[src/rtl/fir_output_stage_pkg.sv]
// Shared helpers for the FIR output stage: round/saturate arithmetic, output range
// limits and FIFO occupancy sizing.
package fir_output_stage_pkg;

    localparam int CALC_W = 64;

    typedef logic signed [CALC_W-1:0] calc_t;

    typedef struct packed {
        calc_t value;
        logic  sat;
    } round_sat_t;

    function automatic calc_t out_max(input int out_w);
        return (calc_t'(1) <<< (out_w - 1)) - calc_t'(1);
    endfunction

    function automatic calc_t out_min(input int out_w);
        return -(calc_t'(1) <<< (out_w - 1));
    endfunction

    // Count must hold 0..depth inclusive.
    function automatic int fifo_cnt_w(input int depth);
        return $clog2(depth) + 1;
    endfunction

    // Round half toward +inf by adding half an output LSB before the arithmetic shift,
    // then clamp to the signed out_w range. The wide working type cannot overflow.
    function automatic round_sat_t round_sat(input calc_t x, input int frac_shift,
                                             input int out_w);
        round_sat_t res;
        calc_t      r;
        r         = (x + (calc_t'(1) <<< (frac_shift - 1))) >>> frac_shift;
        res.value = r;
        res.sat   = 1'b0;
        if (r > out_max(out_w)) begin
            res.value = out_max(out_w);
            res.sat   = 1'b1;
        end else if (r < out_min(out_w)) begin
            res.value = out_min(out_w);
            res.sat   = 1'b1;
        end
        return res;
    endfunction

endpackage

[src/rtl/fir_output_stage_if.sv]
// Sample stream between the FIR pipeline, the output stage and the downstream sink.
interface fir_output_stage_if #(
    parameter int IN_WIDTH  = 19,
    parameter int OUT_WIDTH = 8
);
    logic signed [IN_WIDTH-1:0]  in_data;
    logic                        in_valid;
    logic                        upstream_en;
    logic signed [OUT_WIDTH-1:0] out_data;
    logic                        out_valid;
    logic                        out_ready;

    modport master (
        output in_data,
        output in_valid,
        output out_ready,
        input  upstream_en,
        input  out_data,
        input  out_valid
    );

    modport slave (
        input  in_data,
        input  in_valid,
        input  out_ready,
        output upstream_en,
        output out_data,
        output out_valid
    );
endinterface

[src/rtl/fir_output_stage_fifo.sv]
// Synchronous output FIFO; head is registered storage (no fall-through) and reads 0
// while empty.
module fir_output_stage_fifo
    import fir_output_stage_pkg::*;
#(
    parameter  int WIDTH = 8,
    parameter  int DEPTH = 4,
    localparam int CNT_W = fifo_cnt_w(DEPTH)
) (
    input  logic             clk,
    input  logic             rst_n,
    input  logic             push,
    input  logic [WIDTH-1:0] push_data,
    input  logic             pop,
    output logic [WIDTH-1:0] head,
    output logic             full,
    output logic             empty,
    output logic [CNT_W-1:0] count
);
    localparam int AW = $clog2(DEPTH);

    logic [WIDTH-1:0] mem [DEPTH];
    logic [AW-1:0]    wr_ptr;
    logic [AW-1:0]    rd_ptr;
    logic             do_push;
    logic             do_pop;

    assign full  = (count == CNT_W'(DEPTH));
    assign empty = (count == '0);

    // A push into a full FIFO only lands when the same cycle frees a slot.
    assign do_pop  = pop && !empty;
    assign do_push = push && (!full || do_pop);

    always_ff @(posedge clk or negedge rst_n) begin
        if (!rst_n) begin
            wr_ptr <= '0;
            rd_ptr <= '0;
            count  <= '0;
        end else begin
            if (do_push) wr_ptr <= wr_ptr + 1'b1;
            if (do_pop)  rd_ptr <= rd_ptr + 1'b1;
            count <= count + CNT_W'(do_push) - CNT_W'(do_pop);
        end
    end

    always_ff @(posedge clk) begin
        if (do_push) mem[wr_ptr] <= push_data;
    end

    assign head = empty ? '0 : mem[rd_ptr];

endmodule

[src/rtl/fir_output_stage.sv]
// FIR output stage: round/saturate, decimate, stage register and output FIFO, with
// upstream_en throttling the filter so sink backpressure never loses a sample.
module fir_output_stage
    import fir_output_stage_pkg::*;
#(
    parameter int IN_WIDTH   = 19,
    parameter int OUT_WIDTH  = 8,
    parameter int FRAC_SHIFT = 3,
    parameter int DECIM      = 2,
    parameter int FIFO_DEPTH = 4
) (
    input  logic                clk,
    input  logic                rst_n,
    fir_output_stage_if.slave   io,
    input  logic                clear_flags,
    output logic                sat_flag,
    output logic                drop_flag
);
    localparam int PH_W  = (DECIM > 1) ? $clog2(DECIM) : 1;
    localparam int CNT_W = fifo_cnt_w(FIFO_DEPTH);

    logic [PH_W-1:0]              phase;
    logic                         keep_p0;
    round_sat_t                   rs_p0;
    logic                         unused_rs_hi;
    logic signed [OUT_WIDTH-1:0]  data_p1;
    logic                         vld_p1;
    logic                         fifo_full;
    logic                         fifo_empty;
    logic                         fifo_drop;
    logic [CNT_W-1:0]             fifo_count;
    logic [OUT_WIDTH-1:0]         fifo_head;

    // ---- p0: decimation phase and round/saturate of the incoming sample ----
    assign keep_p0      = io.in_valid && (phase == '0);
    assign rs_p0        = round_sat(calc_t'(io.in_data), FRAC_SHIFT, OUT_WIDTH);
    assign unused_rs_hi = ^rs_p0.value[CALC_W-1:OUT_WIDTH];

    // Phase follows every valid input, independent of FIFO state, so stalls never
    // shift the decimation alignment.
    always_ff @(posedge clk or negedge rst_n) begin
        if (!rst_n) begin
            phase <= '0;
        end else if (io.in_valid) begin
            phase <= (phase == PH_W'(DECIM - 1)) ? '0 : phase + 1'b1;
        end
    end

    // ---- p1: stage register feeding the FIFO ----
    always_ff @(posedge clk or negedge rst_n) begin
        if (!rst_n) begin
            vld_p1 <= 1'b0;
        end else begin
            vld_p1 <= keep_p0;
        end
    end

    always_ff @(posedge clk) begin
        if (keep_p0) data_p1 <= rs_p0.value[OUT_WIDTH-1:0];
    end

    // ---- p2: output FIFO ----
    fir_output_stage_fifo #(
        .WIDTH (OUT_WIDTH),
        .DEPTH (FIFO_DEPTH)
    ) u_fifo (
        .clk       (clk),
        .rst_n     (rst_n),
        .push      (vld_p1),
        .push_data (data_p1),
        .pop       (io.out_ready),
        .head      (fifo_head),
        .full      (fifo_full),
        .empty     (fifo_empty),
        .count     (fifo_count)
    );

    assign fifo_drop    = vld_p1 && fifo_full && !io.out_ready;
    assign io.out_data  = fifo_head;
    assign io.out_valid = !fifo_empty;

    // Leave room for the two samples already in flight (FIR output reg + stage reg).
    assign io.upstream_en = (fifo_count <= CNT_W'(FIFO_DEPTH - 3));

    // A set event in the same cycle as clear_flags wins.
    always_ff @(posedge clk or negedge rst_n) begin
        if (!rst_n) begin
            sat_flag  <= 1'b0;
            drop_flag <= 1'b0;
        end else begin
            sat_flag  <= (keep_p0 && rs_p0.sat) || (sat_flag && !clear_flags);
            drop_flag <= fifo_drop || (drop_flag && !clear_flags);
        end
    end

endmodule

[src/flat_wrapper.sv]
// flat-port wrapper written by rule: the top's interface ports become plain ports
module fir_output_stage_flat import fir_output_stage_pkg::*;
#(
    parameter int IN_WIDTH   = 19,
    parameter int OUT_WIDTH  = 8,
    parameter int FRAC_SHIFT = 3,
    parameter int DECIM      = 2,
    parameter int FIFO_DEPTH = 4
)
  (clk, rst_n, clear_flags, sat_flag, drop_flag, io_in_data, io_in_valid, io_out_ready, io_upstream_en, io_out_data, io_out_valid);
  fir_output_stage_if #(.IN_WIDTH(IN_WIDTH), .OUT_WIDTH(OUT_WIDTH)) io_i ();
  input  logic clk;
  input  logic rst_n;
  input  logic clear_flags;
  output logic sat_flag;
  output logic drop_flag;
  input wire logic [$bits(io_i.in_data)-1:0] io_in_data;
  input wire logic [$bits(io_i.in_valid)-1:0] io_in_valid;
  input wire logic [$bits(io_i.out_ready)-1:0] io_out_ready;
  output wire logic [$bits(io_i.upstream_en)-1:0] io_upstream_en;
  output wire logic [$bits(io_i.out_data)-1:0] io_out_data;
  output wire logic [$bits(io_i.out_valid)-1:0] io_out_valid;
  assign io_i.in_data = io_in_data;
  assign io_i.in_valid = io_in_valid;
  assign io_i.out_ready = io_out_ready;
  assign io_upstream_en = io_i.upstream_en;
  assign io_out_data = io_i.out_data;
  assign io_out_valid = io_i.out_valid;
  fir_output_stage #(.IN_WIDTH(IN_WIDTH), .OUT_WIDTH(OUT_WIDTH), .FRAC_SHIFT(FRAC_SHIFT), .DECIM(DECIM), .FIFO_DEPTH(FIFO_DEPTH)) u_core (.clk(clk), .rst_n(rst_n), .io(io_i), .clear_flags(clear_flags), .sat_flag(sat_flag), .drop_flag(drop_flag));
endmodule
[config.mk]
export PLATFORM = sky130hd
export DESIGN_NAME = fir_output_stage_flat
export DESIGN_NICKNAME = d
export VERILOG_FILES = /design/src/rtl/fir_output_stage_pkg.sv /design/src/rtl/fir_output_stage_if.sv /design/src/rtl/fir_output_stage_fifo.sv /design/src/rtl/fir_output_stage.sv /design/src/flat_wrapper.sv
export SDC_FILE = /design/constraint.sdc
export NUM_CORES = 1
export LEC_CHECK = 0
export CORE_UTILIZATION = 45
export DETAILED_ROUTE_END_ITERATION = 16
export GPL_TIMING_DRIVEN = 0
export HOLD_SLACK_MARGIN = 0.03
export PLACE_DENSITY = 0.71
export SETUP_SLACK_MARGIN = 0.5
export SLEW_MARGIN = 20
export SYNTH_ARGS = -nofsm -noshare
export SYNTH_HDL_FRONTEND = slang
export SYNTH_SLANG_ARGS = --single-unit
export TNS_END_PERCENT = 5
[constraint.sdc]
create_clock -name clk -period 5.4 [get_ports clk]
set_input_delay 0.81 -clock clk [delete_from_list [all_inputs] [get_ports clk]]
set_output_delay 0.81 -clock clk [all_outputs]
set_load 0.01 [all_outputs]
==> summary.txt <==
Synth
  – Syn_nets: 238
  – Sequential element share of the synthesized area: 56.1%
  – Cells after Synth: 204
  – Asr flop ratio synth: 21.6%
  – Syn Std Cell Area: 2630 um2
  – Syn avg cell area: 12.9 um2
  – Synthesized flop and latch total: 51
  – Post-synth top flop: edfxtp_1
  – Yosys warns: 0
  – Unique cell type count in the Yosys netlist: 45
  – EDFF count, synth: 40

Drt
  – Via density: 5.37
  – Residual DRC count: 0
  – First-pass DRT Iterations: 4
  – Vias after detailed routing: 1698
  – Iter 0 DRT Violations: 50
  – Avg WL per Cell: 14.0 um
  – Post-Route WL: 4.43 mm
  – Antenna viol nets, final: 0

Die
  – Rows: 27
  – Starting Density: 47.2%
  – Full die area: 6160 um2
  – Die width: 78.5 um
  – Core Area: 5570 um2
  – Die outline height: 78.5 um
  – I/O Pins: 36

Critical path
  – CP endpoint kind: output pin
  – R2R Setup Slk: 3.02 ns
  – Worst flop-to-flop path endpoint: u_core.u_fifo.count[2]$_DFF_PN0_
  – CP Class: register to output pin
  – Worst r2r src: u_core.u_fifo.count[1]$_DFF_PN0_
  – CP startpoint kind: register
  – R2R cell count: 9
  – Critical Path RT: 4.59 ns
  – CP peak stage delay: 0.60 ns
  – Crit-path max FO: 10
  – Slowest cell on crit path: mux4_2
  – CP cell instances: clkbuf_1 > mux4_2 > and2_1 > clkdlybuf4s50_1
  – CP arrival: 2.46 ns

STA
  – Final setup viols: 0
  – Slack of the critical path: 2.13 ns
  – Worst Tran Pin Value: 0.784 ns
  – Slew Limit Fails: 0
  – Crit share post-route: 60.5%
  – Fmax: 306 MHz
  – Hold Violations, Final: 0
  – Setup TNS Final: 0 ns
  – Min Tclk post-route: 3.27 ns
  – Relative slew slack: 47.7%
  – Unrepaired setup endpoints after global routing: false
  – Final Skew: 0.00625 ns

Placed design
  – DP HPWL: 3.28 mm
  – Final Wtd Congestion: 0.916
  – Setup WS pre-CTS: 1.96 ns
  – IO buf count: 32

Layout
  – Fill count: 497
  – Share of cells above drive strength 1: 9.84%
  – Post-layout nets: 277
  – Area added between synthesis and finish: 19.0%
  – N_diodes: 0

Power
  – Power per standard cell area: 402 nW/um2
  – Worst IR Drop VDD: 0.190 mV
  – Leak: 1.10 nW

Global route
  – Overflow after GRT: 0
  – Initial antenna violation count: 0
  – Global-route met1 utilization: 18.5%
  – Global Route met2 Usage: 28.9%
  – Global routing's busiest layer: met2
  – Global-route wire length before repair: 7.53 mm
  – Met3 Use GR: 3.26%
  – Vias in the first global route: 1640
  – Largest net degree at the start of global routing: 17
  – Gr usage total: 16.1%

Clocking
  – Clk root buf: clkbuf_8
  – CTS max path bufs: 2
  – Post-CTS resize count: 0
  – Postcts setup bufs: 0
  – CTS tree: built
  – Clk sinks: 51
  – Total CTS buffers: 5
  – Cts hold-fix bufs: 0
  – Htree depth: 2
  – Worst-skew pair later-pin latency: 0.30 ns
  – Reg clk slew, reported paths: 0.09 ns

Worst hold path
  – Min-delay src: u_core.phase$_DFFE_PN0P_
  – Hold EP: u_core.phase$_DFFE_PN0P_
  – Hold Path Class: register to register
  – Worst Hold Depth: 1

Flow run
  – Max Cap Viol: 0

Run status
  – Status: completed
[flip-flops by register name (all words and copies together), names as in the netlist]
| name | cells |
|---|---|
| u_core.drop_flag | 1 |
| u_core.phase | 1 |
| u_core.sat_flag | 1 |
| u_core.u_fifo.rd_ptr | 2 |
| u_core.vld_p1 | 1 |
| u_core.data_p1 | 8 |
| u_core.u_fifo.wr_ptr | 2 |
| u_core.u_fifo.count | 3 |
| u_core.u_fifo.mem | 32 |
[cell usage after synthesis, types with 3 or more instances]
cell type,instances,area share (%)
inv_1,13,1.9
o21ai_0,3,0.57
nor2_1,6,0.86
and3_1,3,0.71
nor2b_1,3,0.71
and2_1,15,3.6
o211ai_1,3,0.86
nor3_1,3,0.57
xnor2_1,6,2.0
ha_1,9,4.3
edfxtp_1,40,46
nand2_1,14,2.0
o21ai_1,5,0.95
nand3_1,10,1.9
dfrtp_1,11,10
xor2_1,6,2.0
clkbuf_1,6,0.86
a31oi_1,4,0.95
mux4_2,8,6.8
nand4_1,4,0.95
nand4b_1,3,1.0
[how the worst max path moves through the flow]
stage | startpoint | to | slack, ns | depth (start not counted)
final | u_core.u_fifo.rd_ptr[0]$_DFFE_PN0P_ | io_out_data[6] | 2.13 | 4
after global routing | u_core.u_fifo.rd_ptr[0]$_DFFE_PN0P_ | io_out_data[6] | 1.95 | 4
after CTS | u_core.u_fifo.rd_ptr[0]$_DFFE_PN0P_ | io_out_data[6] | 2.07 | 4
after detailed placement | io_in_data[2] | u_core.data_p1[2]$_SDFFCE_PN1P_ | 1.96 | 9
after global placement | io_in_data[2] | u_core.data_p1[2]$_SDFFCE_PN1P_ | 2.03 | 9
after floorplan | io_in_data[2] | u_core.data_p1[3]$_SDFFCE_PN1P_ | 2.83 | 8
[cells by family after synthesis]
| family | Yosys count | synth area share, % |
|---|---|---|
| simple gates | 72 | 15.9 |
| compound gates | 29 | 8.56 |
| mux | 9 | 7.23 |
| xor+xnor | 12 | 3.99 |
| flops | 51 | 56.1 |
| fa+ha+maj | 10 | 5.04 |
| buf+inv | 21 | 3.19 |
[stage by stage]
step,hold WS (ns),total power [mW],utilization [%],cells,area (um2)
CTS,0.475,1.27,56.2,316,3130
global placement,0.454,1.05,54.6,308,3040
detailed placement,0.459,1.06,54.6,308,3040
global route,0.496,1.35,56.2,316,3130
floorplan,0.439,0.864,-,204,2630
finish,0.481,1.26,56.2,316,3130
[where the power goes]
part	internal [mW]	leakage (nW)	switching, mW
clock network	0.0905	0.0418	0.124
registers	0.523	0.496	0.0404
logic	0.259	0.565	0.221
total	0.872	1.10	0.386
[layer usage]
layer  wire length [um]  vias to the layer above
li1                   -                      838
met1               1910                      808
met2               2270                       44
met3                135                        8
met4                100                        0
met5                  0                        -
[final cells by class]
class                           instances  area [um2]  area share [%]
Buffer                                  8        35.0            1.12
Clock buffer                            5        68.8            2.20
Clock inverter                          3        20.0           0.639
Inverter                               13        48.8            1.56
Multi-Input combinational cell        132        1070            34.2
Sequential cell                        51        1480            47.2
Tap cell                               72        90.1            2.88
Timing Repair Buffer                   32         320            10.2
[cells in the final DEF, fill, tap and decap left out, types with 2 or more instances in the layout]
master and instances:
nand4_1 4, and2_1 15, nor3_1 3, nor4_1 2, o21ai_1 5, nand2b_1 2
o211ai_1 3, o21ai_0 3, ha_1 9, inv_1 13, mux4_2 8, xnor2_1 6
a31oi_1 4, nor2b_1 3, and3_1 3, o22a_1 2, nand2_1 14, edfxtp_1 40
clkbuf_1 6, nand3_1 10, nand4b_1 3, nor2_1 6, and4_1 2, dfrtp_1 11
a211oi_1 2, clkdlybuf4s50_1 32, xor2_1 6, clkbuf_8 5
[critical path, delay by kind of cell, from the launching register on]
kind / cells / cell delay, ns
simple gates: 1 / 0.17
flops: 1 / 0.33
buf+inv: 2 / 1.06
mux: 1 / 0.60
Note: power is estimated with default switching activity, not from simulation.
